$ cat src/rtl/lsu_pkg.sv
`default_nettype none
// ============================================================================
// Module  : lsu_pkg
// Brief   : Shared funct3 encodings, FSM state type and decode helpers for
//           the load/store unit.
// Revision: 1.0 - initial release
// ============================================================================
package lsu_pkg;

    localparam logic [2:0] F3_B  = 3'b000;
    localparam logic [2:0] F3_H  = 3'b001;
    localparam logic [2:0] F3_W  = 3'b010;
    localparam logic [2:0] F3_BU = 3'b100;
    localparam logic [2:0] F3_HU = 3'b101;

    typedef enum logic [1:0] {
        ST_IDLE  = 2'd0,
        ST_READ  = 2'd1,
        ST_STORE = 2'd2,
        ST_RESP  = 2'd3
    } lsu_state_t;

    // Access size in bytes; 0 marks an encoding with no defined size.
    function automatic logic [2:0] f3_size(input logic [2:0] f3);
        case (f3)
            F3_B, F3_BU: f3_size = 3'd1;
            F3_H, F3_HU: f3_size = 3'd2;
            F3_W:        f3_size = 3'd4;
            default:     f3_size = 3'd0;
        endcase
    endfunction

    function automatic logic f3_unsupported(input logic we, input logic [2:0] f3);
        if (we)
            f3_unsupported = (f3 != F3_B) && (f3 != F3_H) && (f3 != F3_W);
        else
            f3_unsupported = (f3_size(f3) == 3'd0);
    endfunction

    function automatic logic f3_misaligned(input logic [2:0] f3, input logic [1:0] lsb);
        case (f3)
            F3_H, F3_HU: f3_misaligned = lsb[0];
            F3_W:        f3_misaligned = |lsb;
            default:     f3_misaligned = 1'b0;
        endcase
    endfunction

endpackage
`default_nettype wire

$ cat src/rtl/load_store_unit_align.sv
`default_nettype none
// ============================================================================
// Module  : lsu_align
// Brief   : Combinational load extract/extend and sub-word store merge.
// Revision: 1.0 - initial release
// ============================================================================
module lsu_align
    import lsu_pkg::*;
#(
    parameter int XLEN = 32
) (
    input  logic [2:0]      i_funct3,
    input  logic [XLEN-1:0] i_sample,
    input  logic [XLEN-1:0] i_wdata,
    output logic [XLEN-1:0] o_load,
    output logic [XLEN-1:0] o_merged
);

    // The memory returns the addressed byte in lane 0, so no lane shifting is needed.
    always_comb begin
        o_load = '0;
        case (i_funct3)
            F3_B:    o_load = {{(XLEN-8){i_sample[7]}}, i_sample[7:0]};
            F3_H:    o_load = {{(XLEN-16){i_sample[15]}}, i_sample[15:0]};
            F3_W:    o_load = i_sample;
            F3_BU:   o_load = {{(XLEN-8){1'b0}}, i_sample[7:0]};
            F3_HU:   o_load = {{(XLEN-16){1'b0}}, i_sample[15:0]};
            default: o_load = '0;
        endcase
    end

    always_comb begin
        o_merged = i_wdata;
        case (i_funct3)
            F3_B:    o_merged = {i_sample[XLEN-1:8], i_wdata[7:0]};
            F3_H:    o_merged = {i_sample[XLEN-1:16], i_wdata[15:0]};
            default: o_merged = i_wdata;
        endcase
    end

endmodule
`default_nettype wire

$ cat src/rtl/load_store_unit.sv
`default_nettype none
// ============================================================================
// Module  : load_store_unit
// Brief   : Single-outstanding load/store initiator for a word-wide,
//           byte-addressed data memory; sub-word stores use read-merge-write.
// Revision: 1.0 - initial release
// ============================================================================
module load_store_unit
    import lsu_pkg::*;
#(
    parameter int XLEN      = 32,
    parameter int MEM_BYTES = 4096,
    parameter int CHECK_RNG = 1
) (
    input  logic            clk,
    input  logic            rst_n,
    input  logic            req_valid,
    output logic            req_ready,
    input  logic            req_we,
    input  logic [2:0]      req_funct3,
    input  logic [XLEN-1:0] req_addr,
    input  logic [XLEN-1:0] req_wdata,
    output logic            resp_valid,
    input  logic            resp_ready,
    output logic [XLEN-1:0] resp_rdata,
    output logic            resp_err,
    output logic [XLEN-1:0] mem_addr,
    output logic [XLEN-1:0] mem_dataW,
    input  logic [XLEN-1:0] mem_dataR,
    output logic            mem_memRW
);

    localparam logic [XLEN:0] C_MEM_LIMIT = (XLEN+1)'(MEM_BYTES);

    lsu_state_t      r_state;
    logic            r_we;
    logic [2:0]      r_funct3;
    logic [XLEN-1:0] r_wdata;
    logic [XLEN-1:0] r_rdata;
    logic            r_err;
    logic [XLEN-1:0] r_mem_addr;
    logic [XLEN-1:0] r_mem_dataW;
    logic            r_mem_we;

    logic [2:0]      w_size;
    logic            w_unsup;
    logic            w_misal;
    logic            w_range_err;
    logic            w_req_err;
    logic            w_accept;
    logic [XLEN-1:0] w_load;
    logic [XLEN-1:0] w_merged;

    assign w_size   = f3_size(req_funct3);
    assign w_unsup  = f3_unsupported(req_we, req_funct3);
    assign w_misal  = f3_misaligned(req_funct3, req_addr[1:0]);
    assign w_accept = req_valid && (r_state == ST_IDLE);

    generate
        if (CHECK_RNG != 0) begin : g_rng_chk
            logic [XLEN:0] w_end;
            assign w_end       = {1'b0, req_addr} + (XLEN+1)'(w_size);
            assign w_range_err = (w_end > C_MEM_LIMIT);
        end else begin : g_no_rng_chk
            assign w_range_err = 1'b0;
        end
    endgenerate

    assign w_req_err = w_unsup || w_misal || w_range_err;

    lsu_align #(
        .XLEN (XLEN)
    ) u_align (
        .i_funct3 (r_funct3),
        .i_sample (mem_dataR),
        .i_wdata  (r_wdata),
        .o_load   (w_load),
        .o_merged (w_merged)
    );

    // The write strobe is registered and cleared by default, so it is high for
    // exactly the STORE cycle and drops immediately on an asynchronous reset.
    always_ff @(posedge clk or negedge rst_n) begin
        if (!rst_n) begin
            r_state     <= ST_IDLE;
            r_we        <= 1'b0;
            r_funct3    <= 3'b000;
            r_wdata     <= '0;
            r_rdata     <= '0;
            r_err       <= 1'b0;
            r_mem_addr  <= '0;
            r_mem_dataW <= '0;
            r_mem_we    <= 1'b0;
        end else begin
            r_mem_we <= 1'b0;
            case (r_state)
                ST_IDLE: begin
                    if (w_accept) begin
                        r_we     <= req_we;
                        r_funct3 <= req_funct3;
                        r_wdata  <= req_wdata;
                        if (w_req_err) begin
                            r_rdata <= '0;
                            r_err   <= 1'b1;
                            r_state <= ST_RESP;
                        end else if (req_we && (req_funct3 == F3_W)) begin
                            r_mem_addr  <= req_addr;
                            r_mem_dataW <= req_wdata;
                            r_mem_we    <= 1'b1;
                            r_state     <= ST_STORE;
                        end else begin
                            r_mem_addr <= req_addr;
                            r_state    <= ST_READ;
                        end
                    end
                end
                ST_READ: begin
                    if (r_we) begin
                        r_mem_dataW <= w_merged;
                        r_mem_we    <= 1'b1;
                        r_state     <= ST_STORE;
                    end else begin
                        r_rdata <= w_load;
                        r_err   <= 1'b0;
                        r_state <= ST_RESP;
                    end
                end
                ST_STORE: begin
                    r_rdata <= '0;
                    r_err   <= 1'b0;
                    r_state <= ST_RESP;
                end
                ST_RESP: begin
                    if (resp_ready)
                        r_state <= ST_IDLE;
                end
                default: r_state <= ST_IDLE;
            endcase
        end
    end

    assign req_ready  = (r_state == ST_IDLE);
    assign resp_valid = (r_state == ST_RESP);
    assign resp_rdata = r_rdata;
    assign resp_err   = r_err;
    assign mem_addr   = r_mem_addr;
    assign mem_dataW  = r_mem_dataW;
    assign mem_memRW  = r_mem_we;

endmodule
`default_nettype wire
$ cat config.mk
export PLATFORM = sky130hd
export DESIGN_NAME = load_store_unit
export DESIGN_NICKNAME = d
export VERILOG_FILES = /design/src/rtl/lsu_pkg.sv /design/src/rtl/load_store_unit_align.sv /design/src/rtl/load_store_unit.sv
export SDC_FILE = /design/constraint.sdc
export NUM_CORES = 1
export LEC_CHECK = 0
export BUFFER_PORTS_ARGS = -buffer_cell sky130_fd_sc_hd__clkbuf_2
export CORE_UTILIZATION = 55
export DETAILED_ROUTE_END_ITERATION = 8
export MAX_ROUTING_LAYER = met4
export PLACE_DENSITY_LB_ADDON = 0.15
export SKIP_CTS_REPAIR_TIMING = 1
export SYNTH_ARGS = -nofsm -noshare
export SYNTH_HDL_FRONTEND = slang
export SYNTH_SLANG_ARGS = --single-unit
export TNS_END_PERCENT = 20
$ cat constraint.sdc
create_clock -name clk -period 5.8 [get_ports clk]
set_input_delay 0.87 -clock clk [delete_from_list [all_inputs] [get_ports clk]]
set_output_delay 0.87 -clock clk [all_outputs]
set_load 0.01 [all_outputs]
* After elaboration in Yosys (flattened, before gate mapping)
Cells that the tools add are included.
** Word-level totals
- Register bits :: 136
- Bits in writable memories :: 0
- Bits in latches :: 0
- Bits of input ports :: 104
- Word-level logic and storage cells :: 83
- Memories :: 0
- Memory bits (read-only) :: 0
** Cells by class
- Reductions and logical operators :: 21
- Shifts and indexed selects :: 0
- Bitwise logic cells :: 1
- $lt $le $gt $ge :: 1
- Equality and inequality tests :: 20
- $add $sub $neg :: 1
- Divide/modulo/power cells :: 0
- Multiplexer cells :: 30
- Multipliers :: 0
** Operators by type and width (count)
- $mux W32 :: 7
- $pmux W32 S5 :: 1
- $pmux W32 S2 :: 2
- $pmux W32 S3 :: 1
- $add A32 B3 Y33 :: 1
- $gt A33 B13 Y1 const B :: 1
- $eq A3 B3 Y1 const B :: 4
- $logic_not A3 Y1 :: 3
- $mux W1 :: 9
- $pmux W3 S3 :: 1
- $mux W2 :: 4
- $ne A2 B1 Y1 const B :: 4
- $pmux W2 S4 :: 1
- $eq A3 B1 Y1 const B :: 2
- $eq A3 B2 Y1 const B :: 2
- $ne A2 B2 Y1 const B :: 3
- $reduce_bool A3 Y1 :: 2
- $reduce_or A2 Y1 :: 3
- $reduce_and A5 Y1 :: 1
- $eq A2 B2 Y1 const B :: 2
- $logic_and A1 B1 Y1 :: 4
- $pmux W1 S2 :: 2
- $reduce_and A2 Y1 :: 2
- $reduce_and A4 Y1 :: 1
- 10 further kinds :: 11

* Longest topological paths before layout
- Word-level depth :: 11
- Mapped depth :: 15
- Gate-level depth less buffers :: 11

* Hierarchy
From an unflattened synthesis, not the netlist that was laid out.
** Second synthesis, totals
- Cell total of the unflattened synthesis :: 807
- Area total of the unflattened synthesis :: 8207.9 um^2
** Modules (own cells, without submodules)
- load_store_unit :: area each 7253.2 um^2, seq. area each 3403.3 um^2, instances 1, cells each 701
- lsu_align :: area each 954.7 um^2, seq. area each 0.0 um^2, instances 1, cells each 106

* Worst setup path after synthesis
Ideal clock, no wire load.
- Path type :: in2reg
- Start :: in req_funct3[2]
- End :: reg r_mem_addr[10], in the netlist mem_addr[10]
- Path slack :: 1711 ps
- Data arrival time :: 3964 ps
- Buffers on the path :: 3
- Stages on the path :: 14
- Library setup time :: 125 ps
- Cells stage by stage :: nor2_1 -> and2_1 -> ha_1 -> buf_2 -> a21oi_1 -> or4b_4 -> o41a_1 -> a211oi_1 -> o2111a_1 -> nand2_1 -> or4_1 -> buf_2 -> buf_6 -> mux2_2
** Between the ends
- Cells in the longest elaborated chain, start to end :: 10
** RTL lines
- start, declared :: RTL line load_store_unit.sv:20 : input logic [2:0] req_funct3,
- parallel branches: the longest is 7 deep, another holds $add A32 B3 Y33
- $logic_or A1 B1 Y1 (*) :: RTL line load_store_unit.sv:69 : assign w_req_err = w_unsup || w_misal || w_range_err;
- $not A1 Y1 (no source line) (*)
- $reduce_and A3 Y1 (no source line) (*)
- end signal, assigned :: RTL line load_store_unit.sv:107 : r_mem_addr <= req_addr;
- end signal, assigned :: RTL line load_store_unit.sv:112 : r_mem_addr <= req_addr;
- end, declared :: RTL line load_store_unit.sv:41 : logic [XLEN-1:0] r_mem_addr;
Every way passes the cells marked *. The select of a mux whose other input is x is not followed.
A chain may end at the register's enable or synchronous reset.

* Final worst setup path
- Start :: in req_funct3[0]
- End :: reg r_mem_dataW[21], in the netlist mem_dataW[21]
** Between the ends
- Cells in the longest elaborated chain, start to end :: 10
** RTL lines
- parallel branches: the longest is 9 deep, another holds $add A32 B3 Y33
- $reduce_and A5 Y1 (no source line) (*)
- end signal, assigned :: RTL line load_store_unit.sv:108 : r_mem_dataW <= req_wdata;
- end signal, assigned :: RTL line load_store_unit.sv:119 : r_mem_dataW <= w_merged;
- end, declared :: RTL line load_store_unit.sv:42 : logic [XLEN-1:0] r_mem_dataW;
Marked as above.

==> impl_summary.log <==
[metrics] run status: completed
[metrics] number of register bits inferred by synthesis: approximately 140
[metrics] clock root cell: clkbuf_16
[metrics] async set or reset register ratio after synthesis: 1.00
[metrics] post-synthesis share of cell area spent on and, or, nand and nor gates: 0.130
[metrics] number of vias per cell after detailed routing: about 6.3
[metrics] area of the core: 0.0132 mm²
[metrics] post-layout worst setup margin: ~1.1 ns
[metrics] Leak: 4.30 nW
[metrics] average wire per standard cell: 18.8 µm
[metrics] overflow left after global routing: 0
[metrics] number of cells traversed by the worst register-to-register path: 5
[metrics] first-pass GRT wire length: 32600 µm
[metrics] horizontal die dimension: 118 µm
[metrics] dominant combinational cell family by area after synthesis: compound AO/OA/AOI/OAI gates
[metrics] end point of the critical path: mem_dataW[21]
[metrics] Max Cap Viol: 0
[metrics] area added between synthesis and finish: 23.0%
[metrics] number of global-route vias before repair: about 6500
[metrics] Post-Synthesis Cells: 713
[metrics] max-slew violation count: 0
[metrics] crit path from: req_funct3[0]
[metrics] setup slack on the worst flop-to-flop path: 1.99 ns
[metrics] period utilization: 0.808
[metrics] CTS Buf Count: 17
[metrics] launch point of the worst hold path: mem_addr[31]
[metrics] Worst VDD drop: 287 µV
[metrics] number of DRC violations after detailed-routing iteration 0: 483
[metrics] EDFF count, synth: 0
[metrics] H-Tree Level Count: 4
[metrics] clock latency on the worst-skew pair: 0.42 ns
[metrics] cell area after layout: roughly 0.0092 mm²
[metrics] unrepaired setup endpoints after global routing: false
[metrics] area occupied by multi-input gates: 0.00380 mm²
[metrics] Data required, critical path: between 6 and 7 ns
[metrics] class of the tightest hold or removal check: reg -> reg
[metrics] detailed-routing iteration count for the pre-antenna-repair pass: 5
[metrics] post-layout power: around 4.6 mW
[metrics] post-synthesis instance area: 0.00745 mm²
[metrics] synthesized area per cell: between 10 and 15 µm²
[metrics] share of final-layout standard cells stronger than drive strength 1: 0.367
[metrics] leading register cell type out of synthesis: dfrtp_1
[metrics] slew at the pin with the worst max-slew slack: 1.24 ns
[metrics] type of the setup path with the least slack: in -> reg
[metrics] headroom to the max-slew limit: 0.171
[metrics] HPWL after detailed placement: around 14000 µm
[metrics] Yosys warning count: 0
[metrics] register area: between 0.003 and 0.004 mm²
[metrics] post-synth cell types: 58
[metrics] instance count after placement with tap cells included: 1043
[metrics] Clock Skews: 0.00624 ns
[metrics] Synthesized Nets: roughly 830
[metrics] initial cell density of the core: 0.562
[metrics] cell type of the slowest stage on the worst timing path: or4b_4
[metrics] clock transition at the registers of the reported paths: about 0.06 ns
[metrics] count of buffering cells on the critical path with inverters included: 2
[metrics] cell-by-cell listing of the critical path: clkbuf_2 > nor2_1 > and2_1 > ha_1 > a21oi_1 > or4b_4 > o41a_1 > a211oi_1 > o2111a_1 > nand4bb_4 > buf_4 > a2111oi_0 > a311o_1
[metrics] count of endpoints failing hold in the final timing report: 0
[metrics] clock tree from TritonCTS: built
[metrics] Routed Wire Length: 20100 µm
[metrics] synthesized-area fraction occupied by xor and xnor cells: 0.00470
[metrics] final period demand of the worst path: 4.68 ns
[metrics] Top Family by Delay on Critical Path: compound AO/OA/AOI/OAI gates
[metrics] startpoint of the most critical register-to-register path: r_state[1]
[metrics] via count: ~6700
[metrics] # diodes: 0
[metrics] largest buffer count on any clock path: 2
[metrics] GRT Util Overall: 0.302
[metrics] multiplexer share of the synthesized area: 0.173
[metrics] post-route DRC violation count: 0
[metrics] Adder-Cell Fraction of Synth Area: 0.0144
[metrics] dpl ws: 0.805 ns
[metrics] maximum fanout count along the critical path: 36
[metrics] IO buf count: 203
[metrics] count of filler cells inserted in the layout: roughly 1000
[metrics] path length in cells of the critical path: 13
[metrics] compound-cell area share of the yosys netlist: 0.180
[metrics] element type at the critical path end: register
[metrics] end of the worst register-to-register path: mem_addr[8]
[metrics] worst hold path cell count: 1
[metrics] maximum number of pins on one net before global-route repair: 87
[metrics] number of antenna violations at the first check in global routing: 0
[metrics] full die area: 0.0140 mm²
[metrics] Vert. Die Dim: 118 µm
[metrics] data arrival time of the worst path: 5.03 ns
[metrics] Total Neg Setup Slack: 0 ns
[metrics] count of antenna-violating nets left after detailed routing: 0
[metrics] Setup-failing EPs final: 0
[metrics] achievable clock frequency: 213 MHz
[metrics] number of clock sinks: 136
[metrics] sequential area share after synthesis: 0.457
[metrics] startpoint class of the critical path: input pin
[metrics] final non-filler cell total: between 1000 and 1500
[metrics] standard-cell row count: 42
[metrics] post-layout net count: around 1000
[metrics] Routability Congestion: 0.861
[metrics] total cell area at the placement stage: 0.00858 mm²
[metrics] num ports: ~200
[metrics] stage delay of the slowest cell on the critical path: 0.57 ns
[metrics] power density cells: 506 mW/mm²
## flip-flops by register name (all words and copies together) (netlist names)
| name | flops |
|---|---|
| r_funct3 | 3 |
| r_we | 1 |
| mem_dataW | 32 |
| mem_addr | 32 |
| mem_memRW | 1 |
| r_wdata | 32 |
| r_state | 2 |
| resp_err | 1 |
| resp_rdata | 32 |
## how the worst min path moves through the flow
stage	to
4_1_cts	mem_addr[24]
2_1_floorplan	r_wdata[10]
3_5_place_dp	mem_addr[31]
6_report	mem_addr[31]
3_3_place_gp	mem_addr[29]
5_1_grt	mem_addr[31]
## where the power goes
| part | switching (mW) | internal (mW) | total (mW) |
|---|---|---|---|
| Clock | 0.389 | 0.672 | 1.06 |
| Sequential | 0.233 | 1.30 | 1.53 |
| Combinational | 1.16 | 0.884 | 2.04 |
| Total | 1.78 | 2.86 | 4.64 |
## synth_stat cells (all sizes together), types with 5 or more instances
cell,n,area [µm²]
a311o,24,240
clkbuf,46,173
nand3,25,125
nor4,5,31.3
ha,7,87.6
nand4,11,83.8
o41ai,24,210
nand2,47,176
inv,19,71.3
and2,21,131
a21oi,32,160
o31a,8,70.1
buf,11,56.3
nor3,11,55.1
mux2i,44,440
dfrtp,136,3400
nor2,39,146
mux2,75,845
o21ai,38,190
or4,9,67.6
a2111oi,24,210
## area by class of cell
cell class	instances	share of cell area
clock inverters	8	0.0104
well taps	176	0.0240
flip-flops and latches	136	0.371
clock buffers	23	0.0532
multi-input cells	500	0.415
inverters	20	0.00819
repair buffers	211	0.118
## placed cells by master (no fill, tap or decap), types with 4 or more instances in the layout
cell       synthesis  routed
clkbuf_2           0     202
dfrtp_1          136     136
mux2_2            75      75
nand2_1           47      46
mux2i_1           44      44
o21ai_0           38      38
nor2_1            39      36
a21oi_1           32      31
nand3_1           25      25
a2111oi_0         24      24
o41ai_1           24      24
a311o_1           24      24
and2_1            21      21
inv_1             19      19
clkbuf_16          0      17
nor3_1            11      10
nand4_1           10      10
or4_1              9       9
o31a_1             8       8
buf_4              0       8
nor4_1             5       5
ha_1               7       5
a31oi_1            4       4
a21o_1             4       4
and3_1             4       4
clkbuf_8           0       4
clkinv_2           0       4
## through the flow
step	util	hold WS, ns
floorplan	-	0.479
global placement	0.648	0.467
detailed placement	0.648	0.473
CTS	0.692	0.488
global route	0.692	0.497
finish	0.692	0.484
## logic make-up after synthesis
| logic type | after synthesis |
|---|---|
| simple gates | 187 |
| compound gates | 182 |
| flops | 136 |
| mux | 119 |
| buf+inv | 77 |
| fa+ha+maj | 8 |
| xor+xnor | 4 |
## worst reg2reg max path, stage by stage, from the launching register on
cell and delay [ns]:
dfrtp_1 0.41, inv_1 0.09, ha_2 0.68, nand2_2 0.77, or4_1 1.24, mux2_2 0.49
## layer usage
metal | vias up | share of wire | wire (µm) | GRT usage
li1 | 3069 | - | - | -
met1 | 3345 | 0.44 | 8940 | 0.386
met2 | 266 | 0.48 | 9660 | 0.484
met3 | 36 | 0.054 | 1090 | 0.0516
met4 | 0 | 0.022 | 452 | 0.115
met5 | - | 0 | 0 | -
No activity file was read; power rests on OpenSTA's default activity.
